File: src/rtl/writeback_if.sv
// Upstream handshake and load-data bus into the writeback stage.
interface writeback_if;
  logic        in_valid;
  logic        in_ready;
  logic [4:0]  in_rd;
  logic        in_reg_write;
  logic [31:0] in_alu_result;
  logic        in_is_load;
  logic [2:0]  in_load_fmt;
  logic        in_is_link;
  logic [31:0] in_pc;
  logic        mem_rdata_valid;
  logic [31:0] mem_rdata;

  modport master (
    output in_valid, in_rd, in_reg_write, in_alu_result, in_is_load,
           in_load_fmt, in_is_link, in_pc, mem_rdata_valid, mem_rdata,
    input  in_ready
  );

  modport slave (
    input  in_valid, in_rd, in_reg_write, in_alu_result, in_is_load,
           in_load_fmt, in_is_link, in_pc, mem_rdata_valid, mem_rdata,
    output in_ready
  );
endinterface

File: src/rtl/writeback_stage.sv
// Writeback stage: waits for load data, extracts/extends it, and issues a one-cycle
// register file commit. Optional macro WB_ZERO_GUARD_EN suppresses writes to x0.
module writeback_stage #(
  parameter int NUM_REGS     = 21,
  parameter int LOAD_TIMEOUT = 16,
  parameter int CNT_W        = 5
) (
  input  logic        clk,
  input  logic        rst,
  writeback_if.slave  up,
  output logic [4:0]  rd,
  output logic [31:0] rd_value,
  output logic        register_write,
  output logic        get_counter,
  output logic [31:0] current_PC,
  output logic        fwd_valid,
  output logic [4:0]  fwd_rd,
  output logic [31:0] fwd_value,
  output logic        load_err,
  output logic [31:0] retire_count
);

  typedef enum logic [1:0] {IDLE, LOAD_WAIT, COMMIT} state_t;

  state_t           state;
  logic [CNT_W-1:0] cnt;
  logic             accept;

  logic [4:0]       rd_p0;
  logic             we_p0;
  logic [1:0]       off_p0;
  logic [2:0]       fmt_p0;
  logic [31:0]      pc_p0;

  function automatic logic fmt_legal(input logic [2:0] fmt);
    return fmt inside {3'b000, 3'b001, 3'b010, 3'b100, 3'b101};
  endfunction

  function automatic logic write_ok(input logic [4:0] r, input logic we);
    logic ok;
    ok = we && (int'(r) < NUM_REGS);
`ifdef WB_ZERO_GUARD_EN
    ok = ok && (r != 5'd0);
`endif
    return ok;
  endfunction

  function automatic logic [31:0] extract_load(input logic [31:0] word,
                                               input logic [2:0]  fmt,
                                               input logic [1:0]  off);
    logic signed [7:0]  b;
    logic signed [15:0] h;
    logic [31:0]        v;
    b = word[{off, 3'b000} +: 8];
    h = off[1] ? word[31:16] : word[15:0];
    case (fmt)
      3'b000:  v = {{24{b[7]}}, b};
      3'b001:  v = {{16{h[15]}}, h};
      3'b010:  v = word;
      3'b100:  v = {24'd0, b};
      3'b101:  v = {16'd0, h};
      default: v = '0;
    endcase
    return v;
  endfunction

  assign up.in_ready = (state != LOAD_WAIT);
  assign accept      = up.in_valid && up.in_ready;

  // p0: pending-load fields, held while waiting for memory
  always_ff @(posedge clk) begin
    if (accept && up.in_is_load) begin
      rd_p0  <= up.in_rd;
      we_p0  <= up.in_reg_write;
      off_p0 <= up.in_alu_result[1:0];
      fmt_p0 <= up.in_load_fmt;
      pc_p0  <= up.in_pc;
    end
  end

  // Commit stage: control FSM and registered register-file outputs
  always_ff @(posedge clk or posedge rst) begin
    if (rst) begin
      state          <= IDLE;
      cnt            <= '0;
      rd             <= '0;
      rd_value       <= '0;
      register_write <= 1'b0;
      get_counter    <= 1'b0;
      current_PC     <= '0;
      load_err       <= 1'b0;
      retire_count   <= '0;
    end else begin
      register_write <= 1'b0;
      get_counter    <= 1'b0;
      case (state)
        IDLE, COMMIT: begin
          if (up.in_valid) begin
            if (up.in_is_load) begin
              cnt   <= '0;
              state <= LOAD_WAIT;
            end else begin
              rd             <= up.in_rd;
              rd_value       <= up.in_alu_result;
              current_PC     <= up.in_pc;
              get_counter    <= up.in_is_link;
              register_write <= write_ok(up.in_rd, up.in_reg_write);
              retire_count   <= retire_count + 32'd1;
              state          <= COMMIT;
            end
          end else begin
            state <= IDLE;
          end
        end
        LOAD_WAIT: begin
          if (up.mem_rdata_valid) begin
            rd             <= rd_p0;
            rd_value       <= extract_load(up.mem_rdata, fmt_p0, off_p0);
            current_PC     <= pc_p0;
            register_write <= write_ok(rd_p0, we_p0) && fmt_legal(fmt_p0);
            if (!fmt_legal(fmt_p0)) load_err <= 1'b1;
            retire_count   <= retire_count + 32'd1;
            state          <= COMMIT;
          end else if (cnt == CNT_W'(LOAD_TIMEOUT - 1)) begin
            // abandoned load never reaches the register file
            load_err <= 1'b1;
            state    <= IDLE;
          end else begin
            cnt <= cnt + CNT_W'(1);
          end
        end
        default: state <= IDLE;
      endcase
    end
  end

  assign fwd_valid = register_write && (rd != 5'd0);
  assign fwd_rd    = rd;
  assign fwd_value = get_counter ? (current_PC + 32'd1) : rd_value;

endmodule

File: src/flat_wrapper.sv
// flat-port wrapper written by rule: the top's interface ports become plain ports
module writeback_stage_flat 
#(
  parameter int NUM_REGS     = 21,
  parameter int LOAD_TIMEOUT = 16,
  parameter int CNT_W        = 5
)
  (clk, rst, rd, rd_value, register_write, get_counter, current_PC, fwd_valid, fwd_rd, fwd_value, load_err, retire_count, up_in_valid, up_in_rd, up_in_reg_write, up_in_alu_result, up_in_is_load, up_in_load_fmt, up_in_is_link, up_in_pc, up_mem_rdata_valid, up_mem_rdata, up_in_ready);
  writeback_if up_i ();
  input  logic clk;
  input  logic rst;
  output logic [4:0] rd;
  output logic [31:0] rd_value;
  output logic register_write;
  output logic get_counter;
  output logic [31:0] current_PC;
  output logic fwd_valid;
  output logic [4:0] fwd_rd;
  output logic [31:0] fwd_value;
  output logic load_err;
  output logic [31:0] retire_count;
  input wire logic [$bits(up_i.in_valid)-1:0] up_in_valid;
  input wire logic [$bits(up_i.in_rd)-1:0] up_in_rd;
  input wire logic [$bits(up_i.in_reg_write)-1:0] up_in_reg_write;
  input wire logic [$bits(up_i.in_alu_result)-1:0] up_in_alu_result;
  input wire logic [$bits(up_i.in_is_load)-1:0] up_in_is_load;
  input wire logic [$bits(up_i.in_load_fmt)-1:0] up_in_load_fmt;
  input wire logic [$bits(up_i.in_is_link)-1:0] up_in_is_link;
  input wire logic [$bits(up_i.in_pc)-1:0] up_in_pc;
  input wire logic [$bits(up_i.mem_rdata_valid)-1:0] up_mem_rdata_valid;
  input wire logic [$bits(up_i.mem_rdata)-1:0] up_mem_rdata;
  output wire logic [$bits(up_i.in_ready)-1:0] up_in_ready;
  assign up_i.in_valid = up_in_valid;
  assign up_i.in_rd = up_in_rd;
  assign up_i.in_reg_write = up_in_reg_write;
  assign up_i.in_alu_result = up_in_alu_result;
  assign up_i.in_is_load = up_in_is_load;
  assign up_i.in_load_fmt = up_in_load_fmt;
  assign up_i.in_is_link = up_in_is_link;
  assign up_i.in_pc = up_in_pc;
  assign up_i.mem_rdata_valid = up_mem_rdata_valid;
  assign up_i.mem_rdata = up_mem_rdata;
  assign up_in_ready = up_i.in_ready;
  writeback_stage #(.NUM_REGS(NUM_REGS), .LOAD_TIMEOUT(LOAD_TIMEOUT), .CNT_W(CNT_W)) u_core (.clk(clk), .rst(rst), .up(up_i), .rd(rd), .rd_value(rd_value), .register_write(register_write), .get_counter(get_counter), .current_PC(current_PC), .fwd_valid(fwd_valid), .fwd_rd(fwd_rd), .fwd_value(fwd_value), .load_err(load_err), .retire_count(retire_count));
endmodule
File: config.mk
export PLATFORM = sky130hd
export DESIGN_NAME = writeback_stage_flat
export DESIGN_NICKNAME = d
export VERILOG_FILES = /design/src/rtl/writeback_if.sv /design/src/rtl/writeback_stage.sv /design/src/flat_wrapper.sv
export SDC_FILE = /design/constraint.sdc
export NUM_CORES = 1
export LEC_CHECK = 0
export BUFFER_PORTS_ARGS = -buffer_cell sky130_fd_sc_hd__buf_2
export CORE_MARGIN = 2
export CORE_UTILIZATION = 30
export CTS_CLUSTER_DIAMETER = 150
export CTS_CLUSTER_SIZE = 8
export DETAILED_ROUTE_END_ITERATION = 6
export HOLD_SLACK_MARGIN = 0.02
export SYNTH_ARGS = -nofsm -noshare
export SYNTH_HDL_FRONTEND = slang
export SYNTH_SLANG_ARGS = --single-unit
File: constraint.sdc
create_clock -name clk -period 5.1 [get_ports clk]
set_input_delay 0.255 -clock clk [delete_from_list [all_inputs] [get_ports clk]]
set_output_delay 0.255 -clock clk [all_outputs]
set_load 0.005 [all_outputs]
[Word level (Yosys, flattened, before mapping)]
Index checks and enable logic that the tools add are counted.
Operators by class
  add/sub/neg operators: 3
  multipliers: 0
  div/mod/pow operators: 0
  magnitude comparators: 2
  eq/ne operators: 16
  shifts and indexed selects: 1
  multiplexer cells: 39
  bitwise logic cells: 0
  reduce and logical (&&, ||, !) cells: 16
Operator list (number)
  $mux W32: 10
  $pmux W32 S2: 3
  $pmux W32 S5: 1
  $add A32 B1 Y32 const B: 2
  $mux W5: 7
  $shiftx A32 B6 Y8: 1
  $pmux W5 S2: 2
  $mux W16: 1
  $ne A2 B2 Y1 const B: 7
  $lt A5 B5 Y1 const B: 2
  $reduce_bool A5 Y1: 2
  $mux W1: 9
  $mux W2: 4
  $eq A3 B3 Y1 const B: 2
  $logic_and A1 B1 Y1: 6
  $add A5 B1 Y5 const B: 1
  $eq A5 B4 Y1 const B: 1
  $reduce_and A5 Y1: 1
  $pmux W2 S2: 1
  $reduce_and A4 Y1: 1
  $reduce_bool A2 Y1: 2
  $eq A3 B1 Y1 const B: 1
  $eq A3 B2 Y1 const B: 1
  $logic_not A3 Y1: 1
  other kinds (8): 8
Word-level totals
  register bits: 154
  latch bits: 0
  memory bits (writable): 0
  bits in read-only memories: 0
  input bits: 111
  output and inout bits: 143
  logic and storage cells: 91
  memories: 0

[Depth between registers and ports, before layout]
  depth after elaboration: 5
  depth in mapped cells: 8
  depth with buffers taken out: 7

[Worst setup path before layout]
Ideal clock, no wire load.
  path type: reg2reg
  start: register u_core.state[0]
  end: register u_core.fmt_p0[0] (enable)
  setup time: 405 ps
  arrival time: 2468 ps
  required time: 4695 ps
  setup slack: 2228 ps
  cell stages (with the launch flop): 6
  buffers on the path: 3
  clock period less this slack: 2872 ps
  cells stage by stage: dfrtp_1 nand2b_1 clkbuf_1 buf_2 clkbuf_1 and3_1
Between the ends
  cells in the longest elaborated chain, start to end: 3
RTL lines
  start, declared: RTL line writeback_stage.sv:25  | state_t state;
  start signal, assigned: RTL line writeback_stage.sv:84  | state <= IDLE;
  start signal, assigned: RTL line writeback_stage.sv:101  | state <= LOAD_WAIT;
  start signal, assigned: RTL line writeback_stage.sv:109  | state <= COMMIT;
  $ne A2 B1 Y1: RTL line writeback_stage.sv:67  | assign up.in_ready = (state != LOAD_WAIT);
  named net up_in_ready: RTL line flat_wrapper.sv:32  | output wire logic [$bits(up_i.in_ready)-1:0] up_in_ready;
  $logic_and A1 B1 Y1: RTL line writeback_stage.sv:68  | assign accept = up.in_valid && up.in_ready;
  $logic_and A1 B1 Y1: RTL line writeback_stage.sv:72  | if (accept && up.in_is_load) begin
  end signal, assigned: RTL line writeback_stage.sv:76  | fmt_p0 <= up.in_load_fmt;
  end, declared: RTL line writeback_stage.sv:32  | logic [2:0] fmt_p0;
The timed path passes the listed nets, and every way through them passes these cells.
A chain may end at the register's enable or synchronous reset.

[Worst setup path after layout]
  start: register u_core.current_PC[2]
  end: output fwd_value[16]
Between the ends
  cells in the longest elaborated chain, start to end: 2
RTL lines
  start, declared: RTL line writeback_stage.sv:15  | output logic [31:0] current_PC,
  start signal, assigned: RTL line writeback_stage.sv:105  | current_PC <= up.in_pc;
  start signal, assigned: RTL line writeback_stage.sv:119  | current_PC <= pc_p0;
  $add A32 B1 Y32: RTL line writeback_stage.sv:139  | assign fwd_value = get_counter ? (current_PC + 32'd1) : rd_value;
  $mux W32: RTL line writeback_stage.sv:139
  end, declared: RTL line flat_wrapper.sv:19  | output logic [31:0] fwd_value;
Every way passes these cells.

==> results.txt <==
The flow ran to the end, and the final reports show no timing, DRC or antenna violations. The number of port buffers is 253. The highest achievable clock rate came out at 337 MHz. The area growth from synthesis to layout is 29.7%. The kind of launch point of the worst setup path is a register. The netlist area before placement is 8190 µm².

The fraction of the core area covered by cells at the end of the flow is 39.5%. The number of endpoints failing setup at the final stage came out at 0. The tool flagged a number of max-cap violations equal to 0. The floorplan die area came out at 28600 µm². The worst setup skew after layout is 0.0102 ns.

The total CTS buffers is 17. The maximum number of pins on one net before global-route repair is 79. The origin of the worst min-delay path is up_in_is_link. Across all layers, the routed design uses ~7500 vias. The worst register-to-register path begins at u_core.state[0].

The synthesized netlist contains 63 unique library cells. The number of global-route vias before repair is 6960. The total wirelength of the detailed-routed design came out at between 20000 and 30000 µm. The total number of placement rows came out at 60. The number of detailed-route iterations in the first pass is 5. Setup repair after global routing left no endpoint under its margin.

The buffer levels on the longest clock path came out at 2. The type of the tightest min-delay check is in2reg. The highest net fanout along the worst path is 11. The required time at the endpoint of the critical path came out at 4.85 ns.

The data arrival time of the worst path is roughly 2.7 ns. The share of the clock period used by the worst path came out at between 50% and 60%. The remaining antenna violation count after routing came out at 0. The starting density of the core came out at 30.5%. The number of nets in the layout is 1164. The worst max-slew margin expressed relative to the limit came out at 25.5%. The clock period minus worst slack came out at slightly below 3 ns. TritonCTS built the clock tree. In the synthesized netlist the dominant register cell turns out to be sky130_fd_sc_hd__dfrtp_1.

Clock-pin slew was measured on the worst setup and hold paths at 0.07 ns. The most critical setup path has its startpoint at u_core.current_PC[2]. After synthesis, flip-flops and latches occupy 49.7% of the total area. Summing internal, switching and leakage power gives 3.99 mW. After detailed routing, the average wire length per cell comes to 21.1 µm. The category of the critical setup timing path is reg2out. The number of synthesized flops with an enable pin is 43.

The number of gates given a new drive strength after cts came out at 0. The filler cells instantiated in the layout total 2696. The number of clock sinks seen by CTS is around 150. The initial antenna violation count came to 13. The number of hold-slack violations in the final timing report is 0. The area of the placeable core came out at 26900 µm².

In this run, synthesis produced a sequential element count of 154. The async set or reset register ratio after synthesis is 72.1%. The clock latency of the later-clocked register in the worst-skew pair came out at 0.43 ns. The post-route DRC violation count is 0. The fraction of layout instances using a drive strength above 1 came out at 29.9%. The routability-driven placement congestion ratio is 0.862. The x dimension of the die came out at 169 µm. The starting DRC count in detailed routing is between 700 and 800.

The final max-slew violation count is 0. Measured along the y axis, the die boundary spans 169 µm. Setup slack closes at approximately 2.1 ns.

The leakage power of the design came out at 4.80 nW. The power per unit of standard cell area is about 380 nW/µm². The number of warnings printed during yosys synthesis came out at 0.

The average instance area after synthesis came out at 10.2 µm². The root buffer selected by CTS is sky130_fd_sc_hd__clkbuf_16. Before CTS, the worst setup slack after placement is 2.22 ns. The I/O pin count is 254.

Post-CTS timing repair inserted 0 buffers for setup. The total track usage came out at 20.4%. The ratio of routed vias to standard cells came out at 5.32.

The transition time of the tightest slew-check pin came out at ~1.1 ns. The half-perimeter wire length after placement came out at ~22000 µm. The total congestion overflow came out at 0. The endpoint class of the critical path is an output pin. The net count of the mapped netlist came out at 914. The H-tree was split into 4 levels. VDD sags by at most roughly 0.00016 V.

In the final timing run, aggregate negative setup slack is 0 ns. Synthesis produced a netlist whose cell count is 799. The wire length of the first global-routing pass came out at 43800 µm.
## critical path: stages (launching register included)
cell,delay [ns]
sky130_fd_sc_hd__dfrtp_1,0.49
sky130_fd_sc_hd__nand3_1,0.41
sky130_fd_sc_hd__or3_1,0.63
sky130_fd_sc_hd__or4_1,0.43
sky130_fd_sc_hd__a31oi_1,0.18
sky130_fd_sc_hd__buf_2,0.14
## metal layers
layer | vias to the layer above | global-route usage, % | share of wire [%]
met3 | 36 | 5.32 | 8.5
met1 | 3628 | 29.3 | 45
met5 | - | 0 | 0.17
li1 | 3500 | - | -
met2 | 341 | 29.6 | 44
met4 | 8 | 7.13 | 2.3
## timing repair
action,in CTS,in global routing
hold buffers,32,0
endpoints found under the setup margin,0,0
endpoints found under the hold margin,80,0
## cell usage after synthesis, drive strengths merged (4+ instances only)
| library cell | number | share of area, % |
|---|---|---|
| o211ai | 8 | 0.73 |
| and2 | 5 | 0.38 |
| o31ai | 4 | 0.37 |
| mux4 | 8 | 2.2 |
| nand4 | 20 | 1.7 |
| inv | 17 | 0.78 |
| a221oi | 9 | 0.96 |
| buf | 17 | 1.1 |
| mux2 | 4 | 0.55 |
| nand2b | 21 | 1.6 |
| o32ai | 8 | 0.86 |
| nor2b | 7 | 0.53 |
| nor3 | 13 | 0.79 |
| nor4 | 13 | 1.1 |
| o221ai | 4 | 0.43 |
| xnor2 | 19 | 2.0 |
| dfrtp | 111 | 34 |
| a211oi | 6 | 0.55 |
| ha | 4 | 0.61 |
| or3 | 11 | 0.84 |
| and3 | 6 | 0.46 |
| or4 | 8 | 0.73 |
| o2bb2ai | 11 | 1.2 |
| a22oi | 20 | 1.8 |
| o21ai | 46 | 2.8 |
| nor4b | 4 | 0.43 |
| xor2 | 27 | 2.9 |
| and4 | 7 | 0.75 |
| a21oi | 24 | 1.5 |
| nor2 | 37 | 1.7 |
| a31oi | 30 | 2.3 |
| nand2 | 87 | 4.0 |
| mux2i | 38 | 4.6 |
| edfxtp | 43 | 16 |
| nand3 | 24 | 1.5 |
| clkbuf | 43 | 2.0 |
| o311ai | 5 | 0.53 |
## placed cells by master, fill, tap and decap left out, types with 5 or more instances in the layout
cell,netlist,layout
sky130_fd_sc_hd__buf_2,6,253
sky130_fd_sc_hd__dfrtp_1,111,110
sky130_fd_sc_hd__nand2_1,87,87
sky130_fd_sc_hd__o21ai_0,46,46
sky130_fd_sc_hd__edfxtp_1,43,43
sky130_fd_sc_hd__mux2i_1,38,38
sky130_fd_sc_hd__nor2_1,37,36
sky130_fd_sc_hd__dlygate4sd3_1,0,32
sky130_fd_sc_hd__a31oi_1,30,30
sky130_fd_sc_hd__xor2_1,27,27
sky130_fd_sc_hd__nand3_1,24,24
sky130_fd_sc_hd__a21oi_1,24,24
sky130_fd_sc_hd__nand2b_1,21,20
sky130_fd_sc_hd__a22oi_1,20,20
sky130_fd_sc_hd__xnor2_1,19,19
sky130_fd_sc_hd__nand4_1,19,19
sky130_fd_sc_hd__clkbuf_16,0,18
sky130_fd_sc_hd__inv_1,15,14
sky130_fd_sc_hd__nor3_1,13,13
sky130_fd_sc_hd__nor4_1,12,12
sky130_fd_sc_hd__or3_1,11,11
sky130_fd_sc_hd__o2bb2ai_1,11,11
sky130_fd_sc_hd__diode_2,0,10
sky130_fd_sc_hd__a221oi_1,9,9
sky130_fd_sc_hd__mux4_2,8,8
sky130_fd_sc_hd__o32ai_1,8,8
sky130_fd_sc_hd__o211ai_1,8,8
sky130_fd_sc_hd__or4_1,8,8
sky130_fd_sc_hd__and4_1,7,7
sky130_fd_sc_hd__nor2b_1,7,7
sky130_fd_sc_hd__a211oi_1,6,6
sky130_fd_sc_hd__buf_4,5,6
sky130_fd_sc_hd__and2_1,5,5
sky130_fd_sc_hd__and3_1,6,5
sky130_fd_sc_hd__o311ai_0,5,5
sky130_fd_sc_hd__inv_8,0,5
## per-stage QoR
step	cells	instance area (µm²)	hold WS, ns
2_1_floorplan	799	8190	0.354
3_3_place_gp	1339	9700	0.383
3_5_place_dp	1339	9700	0.379
4_1_cts	1403	10600	0.0200
5_1_grt	1410	10600	0.0242
6_report	1413	10600	0.0342
## sequential cells by signal (all words and copies together) (netlist names)
signal,flops
u_core.current_PC,32
u_core.we_p0,1
u_core.rd_p0,5
u_core.state,2
u_core.fmt_p0,3
u_core.load_err,1
u_core.register_write,1
u_core.cnt,5
u_core.get_counter,1
u_core.pc_p0,32
u_core.rd_value,32
u_core.fwd_rd,5
u_core.retire_count,32
u_core.off_p0,2
## kinds of logic (layout without fill, tap and decap cells)
kind of cell | after synthesis | in the layout | share of synthesized area, %
DFF | 154 | 154 | 49.7
AOI/OAI and AO/OA | 192 | 192 | 15.7
xor gates and xnor gates | 46 | 46 | 4.92
other | 0 | 10 | 0
buffers and inverters | 77 | 340 | 3.87
muxes | 50 | 50 | 7.40
adders and majority gates | 4 | 4 | 0.611
and+or+nand+nor | 276 | 276 | 17.8
## power breakdown
group	total [mW]	internal (mW)	switching, mW
clock network	1.26	0.678	0.585
logic	0.963	0.449	0.515
registers	1.77	1.46	0.304
## final timing paths
check                                          end  slack (ns)  depth (start not counted)
hold reg to reg                    u_core.load_err        0.48                          1
max in group asynchronous            u_core.cnt[4]        3.32                          4
setup / recovery                     fwd_value[16]        2.13                          5
setup reg to reg               u_core.rd_value[20]        2.24                          7
min in group asynchronous  u_core.retire_count[14]        0.45                          3
hold / removal                  u_core.get_counter        0.03                          2
## cell type report
cell class	instances	area (µm²)	share of cell area, %
repair buffers	291	1630	15.4
diodes	10	25.0	0.236
inverters	17	66.3	0.624
well taps	341	427	4.02
clock buffers	19	454	4.28
flip-flops and latches	154	4070	38.3
clock inverters	13	125	1.18
multi-input cells	568	3820	36.0
No activity file was read; power rests on OpenSTA's default activity.
